<file path="src/rtl/uart_regfile_pkg.sv">
// Shared defaults and receiver state encoding for the UART register-file board top.
package uart_regfile_pkg;
  localparam int CLKS_PER_BIT_DEF = 10416;
  localparam int DEPTH_DEF        = 8;

  typedef enum logic [2:0] {
    IDLE,
    START,
    DATA,
    STOP,
    WAIT_IDLE
  } rx_state_e;
endpackage

</file>
<file path="src/rtl/uart_regfile_if.sv">
// Pin-level bundle: dip switches and UART rx in, LEDs out.
interface uart_regfile_if;
  logic [3:0] dip;
  logic       rx;
  logic [7:0] led;

  modport master (output dip, output rx, input led);
  modport slave  (input dip, input rx, output led);
endinterface

</file>
<file path="src/rtl/uart_regfile_top_rx.sv">
// 8N1 UART receiver with 2-FF input synchroniser; emits one-cycle byte and framing-error pulses.
//  state     | meaning
//  IDLE      | line idle, waiting for a falling edge
//  START     | timing to the middle of the start bit
//  DATA      | sampling 8 data bits mid-bit, LSB first
//  STOP      | sampling the stop bit
//  WAIT_IDLE | bad stop bit seen, waiting for the line to go high again
module uart_rx
  import uart_regfile_pkg::*;
#(
  parameter int CLKS_PER_BIT = CLKS_PER_BIT_DEF
) (
  input  logic       clk,
  input  logic       rst,
  input  logic       rx_i,
  output logic [7:0] rx_data_o,
  output logic       rx_valid_o,
  output logic       rx_ferr_o
);
  localparam int CW = $clog2(CLKS_PER_BIT);
  localparam logic [CW-1:0] HALF_LD = CW'(CLKS_PER_BIT / 2 - 1);
  localparam logic [CW-1:0] FULL_LD = CW'(CLKS_PER_BIT - 1);

  rx_state_e     state_q;
  logic [1:0]    sync_q;
  logic [CW-1:0] cnt_q;
  logic [2:0]    idx_q;
  logic [7:0]    shift_q;
  logic [7:0]    data_q;
  logic          valid_q;
  logic          ferr_q;
  logic          rx_s;

  assign rx_s       = sync_q[1];
  assign rx_data_o  = data_q;
  assign rx_valid_o = valid_q;
  assign rx_ferr_o  = ferr_q;

  // Baud timer is a down-counter; each phase loads its interval and acts at zero.
  always_ff @(posedge clk or posedge rst) begin
    if (rst) begin
      state_q <= IDLE;
      sync_q  <= 2'b11;
      cnt_q   <= '0;
      idx_q   <= '0;
      shift_q <= '0;
      data_q  <= '0;
      valid_q <= 1'b0;
      ferr_q  <= 1'b0;
    end else begin
      sync_q  <= {sync_q[0], rx_i};
      valid_q <= 1'b0;
      ferr_q  <= 1'b0;
      case (state_q)
        IDLE: begin
          if (!rx_s) begin
            cnt_q   <= HALF_LD;
            state_q <= START;
          end
        end
        START: begin
          if (cnt_q != '0) begin
            cnt_q <= cnt_q - 1'b1;
          end else if (!rx_s) begin
            cnt_q   <= FULL_LD;
            idx_q   <= '0;
            state_q <= DATA;
          end else begin
            state_q <= IDLE;
          end
        end
        DATA: begin
          if (cnt_q != '0) begin
            cnt_q <= cnt_q - 1'b1;
          end else begin
            shift_q[idx_q] <= rx_s;
            cnt_q          <= FULL_LD;
            if (idx_q == 3'd7) state_q <= STOP;
            else               idx_q   <= idx_q + 1'b1;
          end
        end
        STOP: begin
          if (cnt_q != '0) begin
            cnt_q <= cnt_q - 1'b1;
          end else if (rx_s) begin
            data_q  <= shift_q;
            valid_q <= 1'b1;
            state_q <= IDLE;
          end else begin
            ferr_q  <= 1'b1;
            state_q <= WAIT_IDLE;
          end
        end
        WAIT_IDLE: begin
          if (rx_s) state_q <= IDLE;
        end
        default: state_q <= IDLE;
      endcase
    end
  end
endmodule

</file>
<file path="src/rtl/uart_regfile_top.sv">
// Board top: stores received UART bytes in a circular register file and shows one entry
// (or the status word) on the LEDs.
module uart_regfile_top
  import uart_regfile_pkg::*;
#(
  parameter int CLKS_PER_BIT = CLKS_PER_BIT_DEF,
  parameter int DEPTH        = DEPTH_DEF
) (
  input  logic          clk,
  input  logic          rst,
  uart_regfile_if.slave bus
);
  localparam int PW = $clog2(DEPTH);

  logic [7:0]    regs_q [DEPTH];
  logic [PW-1:0] wr_ptr_q;
  logic          frame_err_q;
  logic [7:0]    led_q;
  logic [7:0]    rx_data;
  logic          rx_valid;
  logic          rx_ferr;

  uart_rx #(.CLKS_PER_BIT(CLKS_PER_BIT)) u_rx (
    .clk        (clk),
    .rst        (rst),
    .rx_i       (bus.rx),
    .rx_data_o  (rx_data),
    .rx_valid_o (rx_valid),
    .rx_ferr_o  (rx_ferr)
  );

  // The LED register reads the pre-write contents, so a same-cycle write shows one cycle later.
  always_ff @(posedge clk or posedge rst) begin
    if (rst) begin
      for (int i = 0; i < DEPTH; i++) regs_q[i] <= '0;
      wr_ptr_q    <= '0;
      frame_err_q <= 1'b0;
      led_q       <= '0;
    end else begin
      if (rx_valid) begin
        regs_q[wr_ptr_q] <= rx_data;
        wr_ptr_q         <= wr_ptr_q + 1'b1;
      end
      if (rx_ferr) frame_err_q <= 1'b1;
      if (bus.dip[3]) led_q <= {frame_err_q, 4'b0000, wr_ptr_q};
      else            led_q <= regs_q[bus.dip[2:0]];
    end
  end

  assign bus.led = led_q;
endmodule

</file>
<file path="src/flat_wrapper.sv">
// flat-port wrapper written by rule: the top's interface ports become plain ports
module uart_regfile_top_flat import uart_regfile_pkg::*;
#(
  parameter int CLKS_PER_BIT = CLKS_PER_BIT_DEF,
  parameter int DEPTH        = DEPTH_DEF
)
  (clk, rst, bus_dip, bus_rx, bus_led);
  uart_regfile_if bus_i ();
  input  logic clk;
  input  logic rst;
  input wire logic [$bits(bus_i.dip)-1:0] bus_dip;
  input wire logic [$bits(bus_i.rx)-1:0] bus_rx;
  output wire logic [$bits(bus_i.led)-1:0] bus_led;
  assign bus_i.dip = bus_dip;
  assign bus_i.rx = bus_rx;
  assign bus_led = bus_i.led;
  uart_regfile_top #(.CLKS_PER_BIT(CLKS_PER_BIT), .DEPTH(DEPTH)) u_core (.clk(clk), .rst(rst), .bus(bus_i));
endmodule
</file>
<file path="config.mk">
export PLATFORM = sky130hd
export DESIGN_NAME = uart_regfile_top_flat
export DESIGN_NICKNAME = d
export VERILOG_FILES = /design/src/rtl/uart_regfile_pkg.sv /design/src/rtl/uart_regfile_if.sv /design/src/rtl/uart_regfile_top_rx.sv /design/src/rtl/uart_regfile_top.sv /design/src/flat_wrapper.sv
export SDC_FILE = /design/constraint.sdc
export NUM_CORES = 1
export LEC_CHECK = 0
export CELL_PAD_IN_SITES_DETAIL_PLACEMENT = 1
export CELL_PAD_IN_SITES_GLOBAL_PLACEMENT = 1
export CORE_MARGIN = 1.5
export CORE_UTILIZATION = 31
export CTS_CLUSTER_DIAMETER = 30
export DETAILED_ROUTE_END_ITERATION = 7
export PLACE_DENSITY_LB_ADDON = 0.2
export SYNTH_ARGS = -nofsm -noshare
export SYNTH_HDL_FRONTEND = slang
export SYNTH_SLANG_ARGS = --single-unit
</file>
<file path="constraint.sdc">
create_clock -name clk -period 4 [get_ports clk]
set_input_delay 0.4 -clock clk [delete_from_list [all_inputs] [get_ports clk]]
set_output_delay 0.4 -clock clk [all_outputs]
set_load 0.02 [all_outputs]
</file>
======== Word-level counts from Yosys, hierarchy flattened ========
Index checks and enable logic that the tools add are counted.
word-level totals
  flip-flop bits (word level) ............. 116
  bits of input ports ..................... 7
  word-level logic and storage cells ...... 92
operators by class
  add/subtract/negate cells ............... 3
  magnitude comparators ................... 5
  eq/ne operators ......................... 15
  mux-type cells .......................... 36
  bitwise logic cells ..................... 3
  reduce and logical (&&, ||, !) cells .... 11
operators with widths
  kind                                                                   number
  14-bit two-way mux                                                     5
  64-bit bitwise mux                                                     1
  14-bit case mux with 4 select lines                                    1
  3-bit two-way mux                                                      11
  8-bit two-way mux                                                      4
  8-bit binary-select mux with 3-bit select                              1
  8-bit demux with 3-bit select                                          1
  2-bit inequality test (second input constant)                          9
  3-bit case mux with 5 select lines                                     1
  14-bit nonzero test                                                    1
  14-bit by 1-bit subtractor with 14-bit output (second input constant)  1
  8-bit bitwise mux                                                      1
  4-bit >= comparator (second input constant)                            2
  3-bit inverter with 4-bit output                                       2
  1-bit two-way mux                                                      7
  3-bit by 1-bit adder with 3-bit output (second input constant)         2
  3-bit by 2-bit == test with 1-bit output (second input constant)       2
  3-bit == test (second input constant)                                  2
  3-bit case mux with 2 select lines                                     1
  6-bit AND reduction                                                    1
  5-bit AND reduction                                                    1
  3-bit by 4-bit < comparator with 1-bit output (second input constant)  1
  4-bit by 1-bit < comparator with 1-bit output (second input constant)  1
  4-bit AND reduction                                                    1
  12 further kinds                                                       13

======== Depth between registers and ports, before layout ========
Gate-level depths: netlist of the first run.
  word-level depth ........................ 6
  depth in mapped cells ................... 8

======== Cells and area by module ========
From an unflattened synthesis of the first run, not the netlist that was laid out.
second synthesis, totals
  cell total of the unflattened synthesis .. 416
  area total of the unflattened synthesis .. 5547.8 µm²
by module, submodules not included
  module            times used  cells an instance  area each (µm²)  sequential area each (µm²)
  uart_regfile_top  1           211                3417.0           1901.8
  uart_rx           1           205                2130.8           1003.5

======== Worst setup path before layout of the first run ========
OpenSTA, ideal clock, no wires.
  path kind ............................... reg2reg
  start ................................... reg u_core.u_rx.cnt_q[0]
  end ..................................... reg u_core.u_rx.shift_q[5]
  library setup time ...................... 128 ps
  arrival ................................. 1920 ps
  path slack .............................. 1952 ps
  stages on the path, launching flop included .. 8
  buffers on the path ..................... 0
  clock period less this slack ............ 2048 ps
  path through ............................ dfrtp_1 inv_1 ha_1 nor4b_2 nor4b_4 nand4_4 nor3b_2 mux2_1
on the way
  longest elaborated chain between the ends .. 3
ends and longest elaborated chain
  element                               RTL line                   RTL
  start: declaration                    uart_regfile_top_rx.sv:26  logic [CW-1:0] cnt_q;
  start signal: assignment              uart_regfile_top_rx.sv:63  cnt_q <= cnt_q - 1'b1;
  start signal: assignment              uart_regfile_top_rx.sv:74  cnt_q <= cnt_q - 1'b1;
  start signal: assignment              uart_regfile_top_rx.sv:84  cnt_q <= cnt_q - 1'b1;
  14-bit nonzero test                   uart_regfile_top_rx.sv:73  if (cnt_q != '0) begin
  1-bit inverter (no source line)       -
  2-bit AND reduction (no source line)  -
  end signal: indexed assignment        uart_regfile_top_rx.sv:76  shift_q[idx_q] <= rx_s;
  end: declaration                      uart_regfile_top_rx.sv:28  logic [7:0] shift_q;
No other way between the ends.
A chain may end at the register's enable or synchronous reset.

======== Worst setup path in the final report of the first run ========
  start ................................... reg u_core.u_rx.cnt_q[0]
  end ..................................... reg u_core.u_rx.cnt_q[5]
on the way
  longest elaborated chain between the ends .. 3
ends and longest elaborated chain
  element                                                                                      RTL line                   RTL
  14-bit by 1-bit subtractor with 14-bit output / 14-bit nonzero test (equally long branches)  -
  14-bit two-way mux (tied with other cells)                                                   uart_regfile_top_rx.sv:83  if (cnt_q != '0) begin
  14-bit case mux with 4 select lines / 4-bit AND reduction (equally long branches)            -
Several ways; a longest one is shown, not always the timed one. The select of a mux whose other input is x is not followed.

==> results of run 1 <==
[synthesized netlist by cell type, types with 2 or more instances]
cell | instances | area, um^2
dfrtp_1 | 114 | 2853
nor3_1 | 13 | 65.06
nor4_1 | 5 | 31.28
a21oi_1 | 10 | 50.05
o21ai_0 | 19 | 95.09
nand3b_1 | 3 | 22.52
buf_1 | 2 | 7.510
a22o_1 | 2 | 17.52
or3_1 | 2 | 12.51
mux2_2 | 80 | 900.9
dfstp_2 | 2 | 52.55
mux4_2 | 16 | 360.4
buf_2 | 6 | 30.03
a21o_1 | 2 | 15.01
ha_1 | 5 | 62.56
clkbuf_1 | 11 | 41.29
nand2_1 | 21 | 78.83
nor2b_1 | 2 | 12.51
inv_1 | 5 | 18.77
nand3_1 | 5 | 25.02
nand2b_1 | 3 | 18.77
nor3_2 | 3 | 30.03
nand4b_1 | 4 | 35.03
nor3b_2 | 4 | 50.05
xor2_1 | 2 | 17.52
and3_1 | 2 | 12.51
mux2_1 | 2 | 22.52
nor2_1 | 26 | 97.59
mux2i_1 | 10 | 100.1
[flip-flops by register name, summed over array words and instances, names as in the netlist]
name	flops
u_core.u_rx.state_q	3
u_core.u_rx.rx_ferr_o	1
u_core.regs_q	64
u_core.wr_ptr_q	3
u_core.u_rx.rx_valid_o	1
u_core.u_rx.cnt_q	14
u_core.frame_err_q	1
u_core.bus.led	8
u_core.u_rx.sync_q	2
u_core.u_rx.shift_q	8
u_core.u_rx.rx_data_o	8
u_core.u_rx.idx_q	3
[metal layers]
layer / up-vias / wire length, um
met3: 23 / 360
met5: - / 0
met1: 1703 / 5513
met2: 52 / 5648
li1: 1534 / -
met4: 0 / 202
[through the flow]
step	hold slack [ps]	total power, mW	cells	cell area, um^2	utilization, %
2_1_floorplan	345.2	1.235	408	5400	-
3_3_place_gp	347.4	1.257	629	5762	33.54
3_5_place_dp	348.4	1.258	629	5762	33.54
4_1_cts	356.9	2.837	661	6366	37.06
5_1_grt	362.9	2.890	661	6366	37.06
6_report	356.5	2.790	661	6366	37.06
[worst max-delay path by stage]
stage / cells past startpoint / end / start
floorplan: 1 / u_core.bus.led[0] / rst
global placement: 7 / u_core.u_rx.cnt_q[5] / u_core.u_rx.cnt_q[0]
detailed placement: 7 / u_core.u_rx.cnt_q[5] / u_core.u_rx.cnt_q[0]
CTS: 7 / u_core.u_rx.cnt_q[5] / u_core.u_rx.cnt_q[0]
global route: 7 / u_core.u_rx.cnt_q[13] / u_core.u_rx.cnt_q[0]
finish: 7 / u_core.u_rx.cnt_q[5] / u_core.u_rx.cnt_q[0]
[layout make-up]
class                      count  area [um^2]  share of cell area [%]
inverter                       5        21.27                  0.3341
clock inverter                 9        126.4                   1.985
tap                          225        281.5                   4.422
multi-input combinational    267         2386                   37.48
clock buffer                  23        478.0                   7.508
sequential                   116         2905                   45.64
timing repair buffer          16        167.7                   2.634
[logic make-up (layout without fill, tap and decap cells)]
kind of cell	count (synthesis)	after routing	synth area share (%)
DFF	116	116	53.80
muxes	108	108	25.63
and+or+nand+nor	107	107	11.91
AOI/OAI and AO/OA	44	44	5.005
buffers and inverters	25	53	2.016
adders and majority gates	5	5	1.158
xor gates and xnor gates	3	3	0.4867
[cell usage in the layout (no fill, tap or decap), drive strengths merged, types with 3 or more instances in the layout]
cell / netlist / final
o21ai: 20 / 20
nand2b: 3 / 3
a21oi: 10 / 10
nor2: 27 / 27
nand2: 21 / 21
clkbuf: 11 / 23
nor3: 16 / 16
clkinv: 0 / 5
dfrtp: 114 / 114
bufinv: 0 / 3
or3: 3 / 3
ha: 5 / 5
nand3: 5 / 5
nor4: 6 / 6
mux4: 16 / 16
mux2: 82 / 82
clkdlybuf4s50: 0 / 14
nand3b: 3 / 3
mux2i: 10 / 10
nor3b: 5 / 5
nand4b: 4 / 4
nand4: 3 / 3
inv: 5 / 5
[critical path, cell delays in order, from the launching register on]
cell     delay [ps]
dfrtp_1         420
inv_1           130
ha_1            150
nor4b_2         350
nand4_2         270
o21ai_1         830
o21ai_0         210
a21o_1          210
[report_power, final]
part	internal, mW	total, mW	switching, mW	leakage, nW
clock network	1.02	1.56	0.531	0.297
logic	0.0167	0.0550	0.0383	1.05
registers	1.18	1.18	0.00252	1.58
total	2.22	2.79	0.572	2.93
==> flow_summary.json, run 1 <==
{
  "outcome": "finished, final reports clean",
  "ctsHoldBuffers": 0,
  "grt_antenna_before_repair": 0,
  "critPathLaunchType": "flop",
  "hold_end": "u_core.u_rx.sync_q[1]",
  "fmax_ghz": 0.3720,
  "die_h_um": 135.0,
  "fin_ws_ps": 1312,
  "drv_slew": 0,
  "n_antenna_cell": 0,
  "hold_start": "u_core.u_rx.sync_q[0]",
  "synth_area_per_cell_um2": 13.24,
  "hp-class": "reg -> reg",
  "dp_slack_ps": 1355,
  "cts.sink_count": 116,
  "grt_pass1_vias": 3552,
  "cts_resized": 0,
  "ys_seq_elements": 116,
  "cts.clk_slew.worst_paths_ps": 60,
  "grt_usage_pct": 14.41,
  "dr.pass1.iters": 5,
  "power.density_nw_per_um2": 438.3,
  "htreeDepth": 4,
  "hold_viol": 0,
  "ys_seq_area_share_pct": 53.80,
  "rows": 48,
  "rrSetupSlack_ps": 1310,
  "cp.required_ps": 4310,
  "synth_cell_types": 56,
  "fp.dieW_um": 135.0,
  "ys_warn_count": 0,
  "gr-usage-met3_pct": 4.429,
  "initial_core_util_pct": 31.44,
  "via_per_inst": 5.011,
  "drc": 0,
  "fin_crit_ps": 2688,
  "clock_latency_ps": 420,
  "rsz0062_at_grt": "no",
  "synth_edf_count": 0,
  "hpwl_mm": 7.793,
  "synthCells": 408,
  "crit-reg2reg-capture": "u_core.u_rx.cnt_q[5]",
  "nets": 435,
  "portBuffers": 14,
  "p_leak_nw": 2.926,
  "reg2reg_depth": 7,
  "maxSlewHeadroom_pct": 35.18,
  "setup_viol": 0,
  "grt_max_degree": 76,
  "arrival_ps": 3000,
  "ioPinCount": 15,
  "gp_congestion": 0.7659,
  "endpoint_kind": "flop",
  "syn_nets": 420,
  "syn_area_um2": 5400,
  "drtAntennaViolNets": 0,
  "drt_iter0_drc": 95,
  "cap_violations": 0,
  "drive_gt1_share_pct": 33.72,
  "drt_wl_total_mm": 11.73,
  "tightest_slew_ps": 969.2,
  "cts_made_buffers": 17,
  "clk_path_buf_depth": 2,
  "synth_ff_type": "dfrtp_1",
  "clock-root-buffer": "clkbuf_16",
  "dieArea_um2": 18220,
  "num_vias": 3312,
  "core-area_um2": 17180,
  "grt_overflow": 0,
  "clock_skew_ps": 9.414,
  "area_growth_pct": 17.89,
  "use_met1_pct": 18.36,
  "timing.rr.start": "u_core.u_rx.cnt_q[0]",
  "grtUsageMet2_pct": 22.96,
  "fillCellCount": 1832,
  "hold_path_depth": 0,
  "path_class": "reg -> reg",
  "tns_ps": 0,
  "cts_tree": "yes",
  "vdd_ir_drop_max_v": 0.0002895,
  "grt_busiest_layer": "met2",
  "async_flop_share_pct": 100.0,
  "wl_per_cell_um": 17.74,
  "grt_pass1_wl_mm": 19.71,
  "crit_fanout": 14,
  "min_period_over_period_pct": 67.20,
  "post_cts_buffers": 0
}
No activity file was read; power rests on OpenSTA's default activity.
==> run 2: changes to the inputs <==
- clock period: 4 -> 2.65 ns (I/O delays scaled with it)
==> run 2 against run 1 <==
Net effect:
- final cell count up 1.1%
- final area up 0.83%
- largest power group unchanged
- global-route usage up 0.16 points
- fmax up 16%
- total power up 48%
- critical endpoint is now u_core.u_rx.shift_q[5]
- die area unchanged
- highest routed layer unchanged
- utilization up 0.31 points
==> flow_summary.json, run 2 (synthesis gave the netlist of run 1 again) <==
{
  "cts_made_buffers": 17,
  "clk_path_buf_depth": 2,
  "grt_usage_pct": 14.57,
  "tightest_slew_ps": 754.2,
  "endpoint_kind": "flop",
  "htreeDepth": 4,
  "top_register": "u_core.regs_q",
  "comb_power_share_pct": 2.1,
  "cts.clk_slew.worst_paths_ps": 50,
  "wl_per_cell_um": 17.63,
  "p_leak_nw": 2.951,
  "maxSlewHeadroom_pct": 49.61,
  "cap_violations": 0,
  "rsz0062_at_grt": "no",
  "post_cts_buffers": 0,
  "drtAntennaViolNets": 0,
  "mostFrequentLayoutCells": "dfrtp_1, mux2_2, nor2_1",
  "p_total_mw": 4.137,
  "drt_wl_total_mm": 11.78,
  "setup_viol": 0,
  "portBuffers": 14,
  "via_per_inst": 4.993,
  "grt_overflow": 0,
  "ioPinCount": 15,
  "vdd_ir_drop_max_v": 0.0004716,
  "core-area_um2": 17180,
  "drc": 0,
  "initial_core_util_pct": 31.44,
  "cp.required_ps": 2940,
  "grt_pass1_vias": 3666,
  "cts_resized": 0,
  "arrival_ps": 2610,
  "fmax_ghz": 0.4311,
  "netSwitchingFraction_pct": 20.41,
  "share_clk_of_total_power_pct": 54.8,
  "fin_crit_ps": 2320,
  "clock_skew_ps": 6.433,
  "ctsHoldBuffers": 0,
  "rrSetupSlack_ps": 330,
  "crit_fanout": 5,
  "final_common_cell": "dfrtp_1",
  "clock_latency_ps": 410,
  "instances_no_fill": 668,
  "grt_pass1_wl_mm": 20.09,
  "grt_max_degree": 52,
  "largest_register_ffs": 64,
  "tns_ps": 0,
  "hold_viol": 0,
  "cts_tree": "yes",
  "drive_gt1_share_pct": 34.76,
  "p_int_mw": 3.292,
  "cts.sink_count": 116,
  "critPathLaunchType": "flop",
  "nets": 443,
  "area_growth_pct": 18.86,
  "die_h_um": 135.0,
  "power_frac_seq_pct": 43.0,
  "dieArea_um2": 18220,
  "path_class": "reg -> reg",
  "clock-root-buffer": "clkbuf_16",
  "outcome": "finished, final reports clean",
  "n_antenna_cell": 0,
  "placed_cells": 637,
  "fp.dieW_um": 135.0,
  "hpwl_mm": 8.134,
  "gp_congestion": 0.7851,
  "drt_iter0_drc": 136,
  "hp-class": "in -> reg",
  "power.density_nw_per_um2": 644.5,
  "reg_top3": "u_core.regs_q x64, u_core.u_rx.cnt_q x14",
  "fin_util_pct": 37.37,
  "drv_slew": 0,
  "grt_antenna_before_repair": 0,
  "dr.pass1.iters": 4,
  "min_period_over_period_pct": 87.54,
  "p_switching_mw": 0.8444,
  "num_vias": 3335,
  "rows": 48,
  "holdWs_ps": 257.8
}
==> run 2: per-layer routing <==
layer / wire length [um] / up-vias / share of wire, % / GRT usage, %
met3: 273 / 16 / 2.3 / 3.829
met2: 5703 / 34 / 48 / 24.13
li1: - / 1552 / - / -
met1: 5621 / 1733 / 48 / 18.27
met4: 179 / 0 / 1.5 / 5.556
met5: 0 / - / 0 / 0
==> run 2: metrics by stage <==
stage | instance area (um^2) | setup WS [ps]
2_1_floorplan | 5404 | 602.0
3_3_place_gp | 5836 | 413.7
3_5_place_dp | 5836 | 305.9
4_1_cts | 6419 | 294.3
5_1_grt | 6419 | 160.8
6_report | 6419 | 330.1
==> run 2: power groups by stage <==
| stage | clock [mW] | combinational (mW) | sequential (mW) |
|---|---|---|---|
| after global routing | 2.41 | 0.0992 | 1.78 |
| after CTS | 2.34 | 0.0937 | 1.78 |
| after floorplan | 0 | 0.0564 | 1.81 |
| final | 2.27 | 0.0878 | 1.78 |
| after global placement | 0 | 0.0919 | 1.81 |
| after detailed placement | 0 | 0.0936 | 1.81 |
==> run 2: critical path, stage by stage (launching register included) <==
cell and delay [ps]:
dfrtp_1 420, inv_1 120, ha_1 150, nor4b_2 330
nor4b_4 430, nand4_4 190, nor3b_2 210, mux2_1 330
==> run 2: worst paths after layout <==
path / from / endpoint / depth (start not counted)
worst max-delay path: u_core.u_rx.cnt_q[0] / u_core.u_rx.shift_q[5] / 7
worst min-delay path: bus_rx / u_core.u_rx.sync_q[0] / 1
worst max register to register: u_core.u_rx.cnt_q[0] / u_core.u_rx.shift_q[5] / 7
worst min register to register: u_core.u_rx.sync_q[0] / u_core.u_rx.sync_q[1] / 0
max in group asynchronous: rst / u_core.regs_q[61] / 3
min in group asynchronous: rst / u_core.regs_q[16] / 2
==> run 2: layout make-up <==
cell class	count	area, um^2
clock buffers	21	450.4
clock inverters	10	132.6
fillers	1834	10760
inverters	5	22.52
multi-input cells	267	2386
flip-flops and latches	116	2905
well taps	225	281.5
repair buffers	24	240.2
